===== config.mk =====
export PLATFORM = sky130hd
export DESIGN_NAME = memory_cycle
export DESIGN_NICKNAME = d
export VERILOG_FILES = /design/src/rtl/pipe_pkg.sv /design/src/rtl/dmem_if_fsm.sv /design/src/rtl/memory_cycle.sv
export SDC_FILE = /design/constraint.sdc
export NUM_CORES = 1
export LEC_CHECK = 0
export CAP_MARGIN = 30
export CORE_AREA = 2 2 123 125
export CTS_CLUSTER_DIAMETER = 150
export CTS_CLUSTER_SIZE = 24
export DETAILED_ROUTE_END_ITERATION = 16
export DIE_AREA = 0 0 125 127
export PLACE_DENSITY_LB_ADDON = 0.08
export SYNTH_ARGS = -nofsm -noshare
export SYNTH_HDL_FRONTEND = slang
export SYNTH_SLANG_ARGS = --single-unit

===== constraint.sdc =====
create_clock -name clk -period 1.5 [get_ports clk]
set_input_delay 0.3 -clock clk [delete_from_list [all_inputs] [get_ports clk]]
set_output_delay 0.3 -clock clk [all_outputs]
set_load 0.005 [all_outputs]

===== src/rtl/pipe_pkg.sv =====
// rtl/pipe_pkg.sv - shared pipeline definitions for the RISC-V stages
//
// Purpose: ResultSrc encodings, memory-interface FSM state type and
//          default datapath widths shared by the pipeline stages.
package pipe_pkg;

  localparam int XLEN_DEFAULT = 32;
  localparam int RW_DEFAULT   = 5;

  localparam logic [1:0] RES_ALU = 2'b00;
  localparam logic [1:0] RES_MEM = 2'b01;
  localparam logic [1:0] RES_PC4 = 2'b10;

  typedef enum logic {
    IDLE = 1'b0,
    WAIT = 1'b1
  } mem_state_t;

endpackage


===== src/rtl/dmem_if_fsm.sv =====
// rtl/dmem_if_fsm.sv - data-memory handshake FSM for the memory stage
//
// Purpose: decides whether the M-stage instruction needs a data-memory
//          access, drives the request, holds the pipeline until ack and
//          flags misaligned accesses.
// Ports:
//   clk, rst          clock, synchronous active-low reset
//   i_mem_write       store request from EX/MEM
//   i_result_src      ResultSrc from EX/MEM (01 = load)
//   i_addr_lo         address bits [1:0] for the alignment check
//   i_ack             memory access complete
//   o_req, o_we       request and direction to data memory
//   o_stall           freeze upstream while access is outstanding
//   o_misalign        misaligned load/store seen this cycle
//   o_load_done       a load completes this cycle (capture rdata)
module dmem_if_fsm
  import pipe_pkg::*;
(
  input  logic       clk,
  input  logic       rst,
  input  logic       i_mem_write,
  input  logic [1:0] i_result_src,
  input  logic [1:0] i_addr_lo,
  input  logic       i_ack,
  output logic       o_req,
  output logic       o_we,
  output logic       o_stall,
  output logic       o_misalign,
  output logic       o_load_done
);

  mem_state_t r_state;
  mem_state_t w_next;

  logic w_mem_op;
  logic w_misalign;
  logic w_access;

  // A store wins when both store and load encodings are present.
  assign w_mem_op   = i_mem_write | (i_result_src == RES_MEM);
  assign w_misalign = w_mem_op & (i_addr_lo != 2'b00);
  assign w_access   = w_mem_op & ~w_misalign;

  always_ff @(posedge clk) begin
    if (!rst) begin
      r_state <= IDLE;
    end else begin
      r_state <= w_next;
    end
  end

  always_comb begin
    w_next = r_state;
    case (r_state)
      IDLE:    if (w_access && !i_ack) w_next = WAIT;
      WAIT:    if (i_ack) w_next = IDLE;
      default: w_next = IDLE;
    endcase
  end

  // Everything is gated by rst so a pending access is dropped at once and
  // an ack seen while no request is up never completes anything.
  always_comb begin
    o_req       = 1'b0;
    o_misalign  = 1'b0;
    if (rst) begin
      case (r_state)
        IDLE: begin
          o_req      = w_access;
          o_misalign = w_misalign;
        end
        WAIT:    o_req = 1'b1;
        default: o_req = 1'b0;
      endcase
    end
    o_we        = o_req & i_mem_write;
    o_stall     = o_req & ~i_ack;
    o_load_done = o_req & i_ack & ~i_mem_write;
  end

endmodule


===== src/rtl/memory_cycle.sv =====
// rtl/memory_cycle.sv - memory stage of the 5-stage RISC-V pipeline
//
// Purpose: issues loads/stores from the EX/MEM bundle over a handshaked
//          data-memory port, stalls upstream while waiting and registers
//          the MEM/WB bundle.
// Ports:
//   clk, rst                      clock, synchronous active-low reset
//   RegWriteM .. RD_M             EX/MEM bundle
//   dmem_req/we/addr/wdata        request side of the data-memory port
//   dmem_ack, dmem_rdata          response side of the data-memory port
//   StallM                        freeze F/D/E/M registers
//   MisalignM                     misaligned load/store pulse
//   RegWriteW .. RD_W             MEM/WB bundle
module memory_cycle
  import pipe_pkg::*;
#(
  parameter int XLEN = XLEN_DEFAULT,
  parameter int RW   = RW_DEFAULT
) (
  input  logic            clk,
  input  logic            rst,
  input  logic            RegWriteM,
  input  logic            MemWriteM,
  input  logic [1:0]      ResultSrcM,
  input  logic [XLEN-1:0] ALU_ResultM,
  input  logic [XLEN-1:0] WriteDataM,
  input  logic [XLEN-1:0] PCPlus4M,
  input  logic [RW-1:0]   RD_M,
  output logic            dmem_req,
  output logic            dmem_we,
  output logic [XLEN-1:0] dmem_addr,
  output logic [XLEN-1:0] dmem_wdata,
  input  logic            dmem_ack,
  input  logic [XLEN-1:0] dmem_rdata,
  output logic            StallM,
  output logic            MisalignM,
  output logic            RegWriteW,
  output logic [1:0]      ResultSrcW,
  output logic [XLEN-1:0] ALU_ResultW,
  output logic [XLEN-1:0] ReadDataW,
  output logic [XLEN-1:0] PCPlus4W,
  output logic [RW-1:0]   RD_W
);

  logic w_load_done;

  logic            r_reg_write;
  logic [1:0]      r_result_src;
  logic [XLEN-1:0] r_alu_result;
  logic [XLEN-1:0] r_read_data;
  logic [XLEN-1:0] r_pc_plus4;
  logic [RW-1:0]   r_rd;

  dmem_if_fsm u_fsm (
    .clk          (clk),
    .rst          (rst),
    .i_mem_write  (MemWriteM),
    .i_result_src (ResultSrcM),
    .i_addr_lo    (ALU_ResultM[1:0]),
    .i_ack        (dmem_ack),
    .o_req        (dmem_req),
    .o_we         (dmem_we),
    .o_stall      (StallM),
    .o_misalign   (MisalignM),
    .o_load_done  (w_load_done)
  );

  assign dmem_addr  = ALU_ResultM;
  assign dmem_wdata = WriteDataM;

  always_ff @(posedge clk) begin
    if (!rst) begin
      r_reg_write  <= 1'b0;
      r_result_src <= RES_ALU;
      r_alu_result <= '0;
      r_read_data  <= '0;
      r_pc_plus4   <= '0;
      r_rd         <= '0;
    end else if (StallM) begin
      // Bubble into WB while the access is outstanding.
      r_reg_write <= 1'b0;
    end else begin
      // A misaligned op retires as a bubble.
      r_reg_write  <= RegWriteM & ~MisalignM;
      // The reserved encoding is handed to WB as a plain ALU result.
      r_result_src <= (ResultSrcM == 2'b11) ? RES_ALU : ResultSrcM;
      r_alu_result <= ALU_ResultM;
      r_pc_plus4   <= PCPlus4M;
      r_rd         <= RD_M;
      if (w_load_done) r_read_data <= dmem_rdata;
    end
  end

  assign RegWriteW   = r_reg_write;
  assign ResultSrcW  = r_result_src;
  assign ALU_ResultW = r_alu_result;
  assign ReadDataW   = r_read_data;
  assign PCPlus4W    = r_pc_plus4;
  assign RD_W        = r_rd;

endmodule


==> flow_summary.ini <==
[clocking]
cts.sinks = 105
cts_tree = yes
root_buffer = clkbuf_16
cts_buffer_depth = 2
cts-buffers-inserted = 9
cts_max_level = 3
worstSkewPairLatency_ns = 0.35
cts_hold_buf = 0
clkTransAtPathRegs_ns = 0.07

[detailed_routing]
drc = 0
vias = 4157
dr.pass1.iters = 4
routed_wl_mm = 13.6
wl_per_cell_um = 14.4
dr.first_iter.drc_count = 190
vias_per_cell = 4.43
antenna_left = 0

[finish]
drive_above_1_share_pct = 14.3
final_util_pct = 54.3
fillers = 1317
diodes = 0
area_delta_synth_final_pct = 66.2
nNetsFinal = 890

[sta]
min_period_over_period_pct = 108
fmax_mhz = 617
min_period_ns = 1.62
relSlewSlack_pct = 47.1
tightest_slew_ns = 0.794
tns_ns = -6.59
fin_ws_ns = -0.120
drv_slew = 0
setup_violations = 87
rsz0062_at_grt = true
fin_skew_ns = 0.00743
hold_viol = 0

[power]
finalPower_mw = 6.69
ir_worst_vdd_mv = 0.660
powerDensity_mw_per_mm2 = 854
leakage_nw = 3.60

[synth]
syn_area_mm2 = 0.00471
synth_top_cell_area_share_pct = 44.6
ys.flop_type = dfxtp_1
netlist_instances = 530
yosysWarnings = 0
synth-seq-cells = 105
synth_cell_types = 21
synth_edf_count = 0
synth_seq_area_share_pct = 44.6
async_flop_share_pct = 0
synth_fp_nets = 670
syn_area_per_cell_um2 = 8.88
synthTopCellsByCount = nand2_1 (206), dfxtp_1 (105), mux2i_1 (102), buf_4 (71), clkbuf_1 (19)
yosysTopAreaCell = dfxtp_1
synth_area_leaders = dfxtp_1 (45%), mux2i_1 (22%), nand2_1 (16%), buf_4 (11%), clkbuf_1 (1.5%)
yosysMostFrequentCell = nand2_1

[critical_path]
endpoint_kind = register
arrival_ns = 1.89
cp-start-kind = input pin
worstPathMaxFanout = 8
required_ns = 1.77
crit_type = in2reg

[floorplan]
dieHeight_um = 127
die_x_um = 125
start_util_pct = 32.6
coreArea_mm2 = 0.0144
io_pins = 312
dieArea_mm2 = 0.0159
rows = 44

[grt]
antenna_found_initial = 0
grt_overflow = 0
grt_max_degree = 207
grt_pass1_vias = 4253
grt_usage_pct = 17.0
grt_pass1_wl_mm = 21.9

[job]
cap_violations = 0

[status]
violations = negative setup slack
status = finished with violations

[placement]
dp_hpwl_mm = 9.42
place_congestion = 0.763
io_buffers = 247

[worst_hold_path]
hold_class = in2reg
-- final timing paths --
kind                       from             to  slack (ns)  cells past startpoint
hold reg to reg   ReadDataW[26]  ReadDataW[26]        0.45                      2
setup reg to reg  u_fsm.r_state   ReadDataW[3]       -0.10                      6
hold / removal    ResultSrcM[1]  ResultSrcW[1]        0.32                      3
setup / recovery  ResultSrcM[1]   ReadDataW[3]       -0.12                      8
-- critical path, stage by stage --
cell and delay, ns:
clkdlybuf4s15_1 0.19, nand2b_4 0.19, buf_6 0.14, buf_4 0.15, a2111oi_4 0.35, buf_6 0.21
buf_12 0.15, mux2i_2 0.20
-- what timing repair did --
action	CTS	global route
buffers inserted	12	2
gates resized for setup	179	27
pin swaps	6	5
cloned	7	1
endpoints found under the setup margin	234	124
-- sequential cells by signal, indices dropped and copies added (netlist names) --
name and cells:
ALU_ResultW 32, PCPlus4W 32, ReadDataW 32, RD_W 5, ResultSrcW 2, RegWriteW 1
u_fsm.r_state 1
-- layout by cell type (no fill, tap or decap), drive strengths merged, types with 2 or more instances in the layout --
cell type,n
inv,3
nand2,206
clkinvlp,2
mux2i,102
dlygate4sd2,119
a211oi,3
dlymetal6s2s,15
clkdlybuf4s50,107
buf,65
dfxtp,105
a2111oi,3
bufinv,2
clkbuf,12
-- where the power goes --
group / internal [mW] / switching [mW]
logic: 0.732 / 0.454
clock network: 1.46 / 1.04
registers: 2.93 / 0.0656
-- layout make-up --
type	instances	area (um^2)	area share (%)
tap	184	230	2.94
inverter	3	11.3	0.144
clock buffer	11	233	2.97
multi-input combinational	323	2000	25.6
sequential	105	2130	27.2
timing repair buffer	308	3140	40.2
clock inverter	5	80.1	1.02
-- logic make-up (layout without fill, tap and decap cells) --
group                  count (synthesis)  in the layout  share of synthesized area (%)
AND/OR/NAND/NOR                      211            211                           17.1
flip-flops                           105            105                           44.6
multiplexers                         102            102                           21.7
buffers and inverters                102            327                           14.4
AO/OA/AOI/OAI                         10             10                           2.23
-- per-layer routing --
| metal | part of all wire (%) | global-route usage, % | up-vias |
|---|---|---|---|
| met5 | 0 | 0 | - |
| met4 | 2.3 | 5.69 | 0 |
| met3 | 8.4 | 7.16 | 35 |
| met2 | 51 | 29.9 | 153 |
| met1 | 39 | 18.7 | 1889 |
| li1 | - | - | 2080 |
-- stage by stage --
stage                     instances  instance area [um^2]  worst slack, ns  hold WS (ns)
after floorplan                 530                  4710          0.00356         0.383
after global placement          906                  7200           -0.747         0.441
after detailed placement        906                  7200           -0.791         0.451
after CTS                       940                  7800           -0.167         0.302
after global routing            939                  7830           -0.208         0.355
final                           939                  7830           -0.120         0.325
Power figures use the tool's default switching activity.
